--- src/rtl/mem_access_stage.sv ---
// EX/MEM -> MEM/WB pipeline stage: data-memory access, load return,
// sticky access-fault capture and saturating load/store counters.
module mem_access_stage #(
  parameter int WORD_SHIFT = 2,
  parameter int CNT_W      = 16
) (
  input  logic             clk,
  input  logic             rst,
  input  logic             ex_valid,
  input  logic [31:0]      ex_alu,
  input  logic [7:0]       ex_store_data,
  input  logic             ex_is_load,
  input  logic             ex_is_store,
  input  logic             ex_reg_write,
  input  logic [4:0]       ex_rd,
  input  logic             stall,
  input  logic             flush,
  output logic [7:0]       dm_address,
  output logic             dm_wren,
  output logic [7:0]       dm_w_data,
  input  logic [7:0]       dm_r_data,
  output logic             wb_valid,
  output logic             wb_reg_write,
  output logic [4:0]       wb_rd,
  output logic [31:0]      wb_data,
  output logic             fault,
  output logic [31:0]      fault_addr,
  output logic [CNT_W-1:0] ld_count,
  output logic [CNT_W-1:0] st_count
);

  localparam logic [31:0] LO_MASK = (32'd1 << WORD_SHIFT) - 32'd1;

  logic             is_mem;
  logic             bad;
  logic             adv;
  logic             good_ld;
  logic             good_st;

  logic             wb_valid_d, wb_valid_q;
  logic             wb_reg_write_d, wb_reg_write_q;
  logic [4:0]       wb_rd_d, wb_rd_q;
  logic [31:0]      wb_data_d, wb_data_q;
  logic             fault_d, fault_q;
  logic [31:0]      fault_addr_d, fault_addr_q;
  logic [CNT_W-1:0] ld_cnt_d, ld_cnt_q;
  logic [CNT_W-1:0] st_cnt_d, st_cnt_q;

  always_comb begin
    is_mem  = ex_is_load | ex_is_store;
    bad     = ((ex_alu & LO_MASK) != 32'd0)
            | ((ex_alu >> (WORD_SHIFT + 8)) != 32'd0)
            | (ex_is_load & ex_is_store);
    adv     = !stall && !flush;
    good_ld = ex_is_load & !bad;
    good_st = ex_is_store & !bad;
  end

  assign dm_address = ex_alu[WORD_SHIFT+7:WORD_SHIFT];
  assign dm_w_data  = ex_store_data;
  assign dm_wren    = !(ex_valid & good_st & adv & !rst);

  always_comb begin
    wb_valid_d     = wb_valid_q;
    wb_reg_write_d = wb_reg_write_q;
    wb_rd_d        = wb_rd_q;
    wb_data_d      = wb_data_q;
    fault_d        = fault_q;
    fault_addr_d   = fault_addr_q;
    ld_cnt_d       = ld_cnt_q;
    st_cnt_d       = st_cnt_q;
    if (flush) begin
      wb_valid_d     = 1'b0;
      wb_reg_write_d = 1'b0;
    end else if (!stall) begin
      wb_valid_d     = ex_valid & !(bad & is_mem);
      wb_reg_write_d = ex_reg_write & wb_valid_d;
      wb_rd_d        = ex_rd;
      wb_data_d      = good_ld ? {24'h0, dm_r_data} : ex_alu;
      // Only the first fault's address is kept.
      if (ex_valid && is_mem && bad) begin
        fault_d = 1'b1;
        if (!fault_q) fault_addr_d = ex_alu;
      end
      if (ex_valid && good_ld && ld_cnt_q != '1)
        ld_cnt_d = ld_cnt_q + CNT_W'(1);
      if (ex_valid && good_st && st_cnt_q != '1)
        st_cnt_d = st_cnt_q + CNT_W'(1);
    end
  end

  always_ff @(posedge clk or posedge rst) begin
    if (rst) begin
      wb_valid_q     <= 1'b0;
      wb_reg_write_q <= 1'b0;
      wb_rd_q        <= 5'd0;
      wb_data_q      <= 32'd0;
      fault_q        <= 1'b0;
      fault_addr_q   <= 32'd0;
      ld_cnt_q       <= '0;
      st_cnt_q       <= '0;
    end else begin
      wb_valid_q     <= wb_valid_d;
      wb_reg_write_q <= wb_reg_write_d;
      wb_rd_q        <= wb_rd_d;
      wb_data_q      <= wb_data_d;
      fault_q        <= fault_d;
      fault_addr_q   <= fault_addr_d;
      ld_cnt_q       <= ld_cnt_d;
      st_cnt_q       <= st_cnt_d;
    end
  end

  assign wb_valid     = wb_valid_q;
  assign wb_reg_write = wb_reg_write_q;
  assign wb_rd        = wb_rd_q;
  assign wb_data      = wb_data_q;
  assign fault        = fault_q;
  assign fault_addr   = fault_addr_q;
  assign ld_count     = ld_cnt_q;
  assign st_count     = st_cnt_q;

endmodule

--- config.mk ---
export PLATFORM = sky130hd
export DESIGN_NAME = mem_access_stage
export DESIGN_NICKNAME = d
export VERILOG_FILES = /design/src/rtl/mem_access_stage.sv
export SDC_FILE = /design/constraint.sdc
export NUM_CORES = 1
export LEC_CHECK = 0
export BUFFER_PORTS_ARGS = -buffer_cell sky130_fd_sc_hd__buf_2
export CELL_PAD_IN_SITES_DETAIL_PLACEMENT = 0
export CELL_PAD_IN_SITES_GLOBAL_PLACEMENT = 1
export CORE_ASPECT_RATIO = 1.5
export CORE_MARGIN = 4
export CORE_UTILIZATION = 38
export CTS_CLUSTER_DIAMETER = 40
export DETAILED_ROUTE_END_ITERATION = 10
export PLACE_DENSITY_LB_ADDON = 0.05
export SETUP_SLACK_MARGIN = 0.5
export SYNTH_ARGS = -nofsm -noshare
export SYNTH_HDL_FRONTEND = slang
export SYNTH_SLANG_ARGS = --single-unit
--- constraint.sdc ---
create_clock -name clk -period 4.8 [get_ports clk]
set_input_delay 0.96 -clock clk [delete_from_list [all_inputs] [get_ports clk]]
set_output_delay 0.96 -clock clk [all_outputs]
set_load 0.01 [all_outputs]
# --- Yosys cells after proc, flatten, opt, wreduce, memory -nomap -nowiden ---
# Cells that the tools add are included.
totals:
  elab_cells: 53
  mem_count: 0
  ram_bits: 0
  reg_bits: 104
  mem_bits_ro: 0
  latchBits: 0
  out_inout_bits: 121
op_classes:
  addsub: 2
  shifts: 0
  div_mod_pow: 0
  mul: 0
  n_reduce_logical: 20
  order_cmp: 0
  n_mux: 5
  bitwise_logic: 15
  n_eq_ne: 3
op_table:
  columns: ["cell", "n"]
  rows:
  - ["$reduce_bool A32 Y1", 2]
  - ["$add A16 B1 Y16 const B", 2]
  - ["$mux W32", 1]
  - ["$ne A16 B16 Y1 const B", 2]
  - ["$and A1 B1 Y1", 9]
  - ["$reduce_and A3 Y1", 3]
  - ["$logic_and A1 B1 Y1", 7]
  - ["$logic_not A1 Y1", 6]
  - ["$mux W1", 4]
  - ["$reduce_and A4 Y1", 1]
  - ["$not A1 Y1", 3]
  - ["$or A1 B1 Y1", 3]
  - ["$ne A2 B1 Y1 const B", 1]
  - ["$reduce_and A2 Y1", 1]

# --- Depth between registers and ports, before layout ---
depth:
  ltp_word: 9
  ltp_mapped: 7
  ltp_nobuf: 6

# --- Worst setup path before layout ---
# No wires, ideal clock.
synth_timing:
  path_type: "input to output"
  start: "input port ex_alu[21]"
  end: "output port dm_wren"
  stages: 3
  path_slack_ns: 1.798
  required_time_ns: 3.840
  n_path_buf: 0
  arrival_ns: 2.042
  path_cell_list: "nor4_1 > nand4_1 > or3_2"
synth_between:
  elab_chain_len: 9
synth_lines:
  columns: ["item", "line_no", "rtl"]
  rows:
  - ["start: declaration", "10", "input logic [31:0] ex_alu,"]
  - ["$reduce_bool A32 Y1", "52", "| ((ex_alu >> (WORD_SHIFT + 8)) != 32'd0)"]
  - ["$or A1 B1 Y1", "52", null]
  - ["$or A1 B1 Y1", "53", "| (ex_is_load & ex_is_store);"]
  - ["$logic_not A1 Y1", "56", "good_st = ex_is_store & !bad;"]
  - ["$and A1 B1 Y1", "56", null]
  - ["$and A1 B1 Y1 (3 in a row)", "61", "assign dm_wren = !(ex_valid & good_st & adv & !rst);"]
  - ["$logic_not A1 Y1", "61", null]
  - ["end: declaration", "19", "output logic dm_wren,"]
# Every way passes these cells.

# --- Final worst setup path ---
layout_timing:
  start: "input port ex_alu[0]"
  end: "output port dm_wren"
layout_between:
  elab_chain_len: 9
layout_lines:
  columns: ["item", "line_no", "rtl"]
  rows:
  - ["$reduce_bool A32 Y1", "51", "bad = ((ex_alu & LO_MASK) != 32'd0)"]
  - ["$or A1 B1 Y1", "52", null]
  - ["$or A1 B1 Y1", "53", null]
  - ["$logic_not A1 Y1", "56", null]
  - ["$and A1 B1 Y1", "56", null]
  - ["$and A1 B1 Y1 (3 in a row)", "61", null]
  - ["$logic_not A1 Y1", "61", null]
# Every way passes these cells.

==> impl_metrics.ini <==
[sta]
period_needed_ns = 3.53
skew_ns = 0.00565
setup_violations = 0
hold_slack_ns = 0.481
slew_headroom = 0.305
tightest_slew_ns = 1.04
rsz0062_at_grt = false
timing.final.ws_setup_ns = 1.27
tns_ns = 0
finalHoldViolCount = 0
post-route-period-util = 0.736
clock.fmax_ghz = 0.283
drv_slew = 0

[yosys]
synth.area.mux_share = 0.164
synthFlopType = dfrtp_1
synth-edff-count = 0
synth_cell_types = 42
synthXorXnorAreaFrac = 0.0577
synth-seq-cells = 104
synthSimpleGateAreaFrac = 0.135
synth_fa_ha_area_frac = 0.00549
yosysTopAreaCellShare = 0.571
async_reset_ff_frac = 1.00
synth.area.top_cells = dfrtp_1 57%, mux2_2 15%, xnor2_1 4.2%
postSynthCellCount = 343
synth_top_family_by_area = multiplexers
yosysSeqAreaShare = 0.571
synth_top_area_cell = dfrtp_1
netlist_area_mm2 = 0.00456
synth_compound_area_frac = 0.0220
yosys_warnings = 0
syn_nets = 406
avgSynthCellArea_um2 = 13.3

[final_layout]
nets = 560
num_antenna_cells = 0
stdcell_count = 652
final_cell_mix = 165 x buf_2, 104 x dfrtp_1, 59 x mux2_2, 22 x xnor2_1, 15 x nand2_1
fin_area_mm2 = 0.00573
fill_cells = 1125
final_common_cell = buf_2
drive_gt1_frac = 0.518
area_delta_synth_final_pct = 25.8
fin_util = 0.492

[clocking]
htreeDepth = 3
clkSinkCount = 104
postCtsSetupBuffers = 0
tritoncts = built
cts_buffer_depth = 2
root_buffer = clkbuf_16
ctsHoldBuffers = 0
clk_pin_slew_worst_paths_ns = 0.07
cts_resized = 0
numCtsBuffers = 9
clk_latency_ns = 0.34

[worst_setup_path]
worst_setup_path_end_kind = primary output
crit_type = primary input to primary output
worstPathRequired_ns = 3.84
worstPathMaxFanout = 3
cp.arrival_ns = 2.57
setup.worst_path.start_class = primary input

[detailed_routing]
antenna_left = 0
drtIter0Drc = 81
vias_per_cell = 4.99
post_drt_wl_per_cell_um = 17.2
wirelength_um = 11200
vias = 3256
firstDrtPassIters = 4
drcViolationCount = 0

[global_route]
grt_max_degree = 87
grt_pass1_vias = 3457
grt-ovfl-total = 0
grt_pass1_wl_um = 18200
antenna_found_initial = 0
grt_use_total = 0.164

[placement]
postPlaceCellArea_mm2 = 0.00543
place.gp.congestion = 0.739
dp_slack_ns = 1.22
portBuffers = 165
post-dp-hpwl_um = 8390
dp.cells = 636

[power_and_ir_drop]
p_leak_nw = 2.81
peakVddDrop_uv = 187
power_density_mw_per_mm2 = 378
p_total_mw = 2.17

[floorplanning]
num_rows = 48
io_pins = 182
die_w_um = 97.4
initial_utilization = 0.391
die_h_um = 142
core_area_mm2 = 0.0117
dieArea_mm2 = 0.0138

[min_path]
hp-class = flop to flop

[status]
outcome = completed

[job]
drv_cap = 0
[critical path: stages]
cell,delay (ns)
buf_2,0.12
nor4_1,0.53
nand4_1,0.32
or3_2,0.48
buf_2,0.16
[logic make-up (layout without fill, tap and decap cells)]
family / after synthesis / count (layout)
AOI/OAI and AO/OA: 18 / 18
xor gates and xnor gates: 30 / 30
adders and majority gates: 2 / 2
buffers and inverters: 29 / 188
DFF: 104 / 104
muxes: 67 / 67
and+or+nand+nor: 93 / 93
[routing by layer]
metal	up-vias	GRT usage	wire, um
met5	-	0	0
met4	0	0.0511	153
met3	11	0.0461	651
met2	93	0.294	6010
met1	1634	0.190	4390
li1	1518	-	-
[registers in the layout, summed over array words and instances (netlist names)]
name,cells
wb_data,32
ld_count,16
fault,1
st_count,16
wb_rd,5
wb_reg_write,1
fault_addr,32
wb_valid,1
[Yosys cell counts (2+ instances only)]
| cell type | number |
|---|---|
| clkbuf_1 | 4 |
| nor2_1 | 10 |
| mux2_1 | 2 |
| nand2_1 | 15 |
| xor2_1 | 8 |
| nand3_1 | 14 |
| nor4_1 | 6 |
| buf_4 | 18 |
| nor2_2 | 4 |
| nor4_4 | 3 |
| ha_1 | 2 |
| xnor2_1 | 22 |
| nor3_1 | 3 |
| o21ai_0 | 4 |
| and2_1 | 2 |
| dfrtp_1 | 104 |
| nor4_2 | 2 |
| and3_1 | 4 |
| mux2_2 | 59 |
| nand4_1 | 14 |
| and4_1 | 2 |
| inv_1 | 3 |
| mux2i_1 | 6 |
| buf_6 | 4 |
| a21oi_1 | 10 |
| nor3_4 | 2 |
[layout make-up]
class / count / area, um2 / share of cell area
clock inverter: 6 / 67.6 / 0.0118
clock buffer: 10 / 239 / 0.0417
multi-input combinational: 210 / 1750 / 0.306
sequential: 104 / 2600 / 0.454
timing repair buffer: 169 / 868 / 0.151
tap: 150 / 188 / 0.0327
inverter: 3 / 13.8 / 0.00240
[power breakdown]
part	switching [mW]	total [mW]	internal [mW]
registers	0.0580	1.05	0.993
logic	0.192	0.376	0.184
clock network	0.319	0.739	0.420
total	0.569	2.17	1.60
[final timing paths]
check | cells after the start | slack, ns | start | endpoint
max | 5 | 1.27 | ex_alu[0] | dm_wren
min reg2reg | 1 | 0.48 | wb_valid | wb_valid
max reg2reg | 6 | 2.72 | st_count[0] | st_count[13]
max in group asynchronous | 3 | 3.07 | rst | ld_count[14]
min | 1 | 0.48 | wb_valid | wb_valid
min in group asynchronous | 2 | 0.90 | rst | st_count[10]
(Power assumes the default switching activity.)
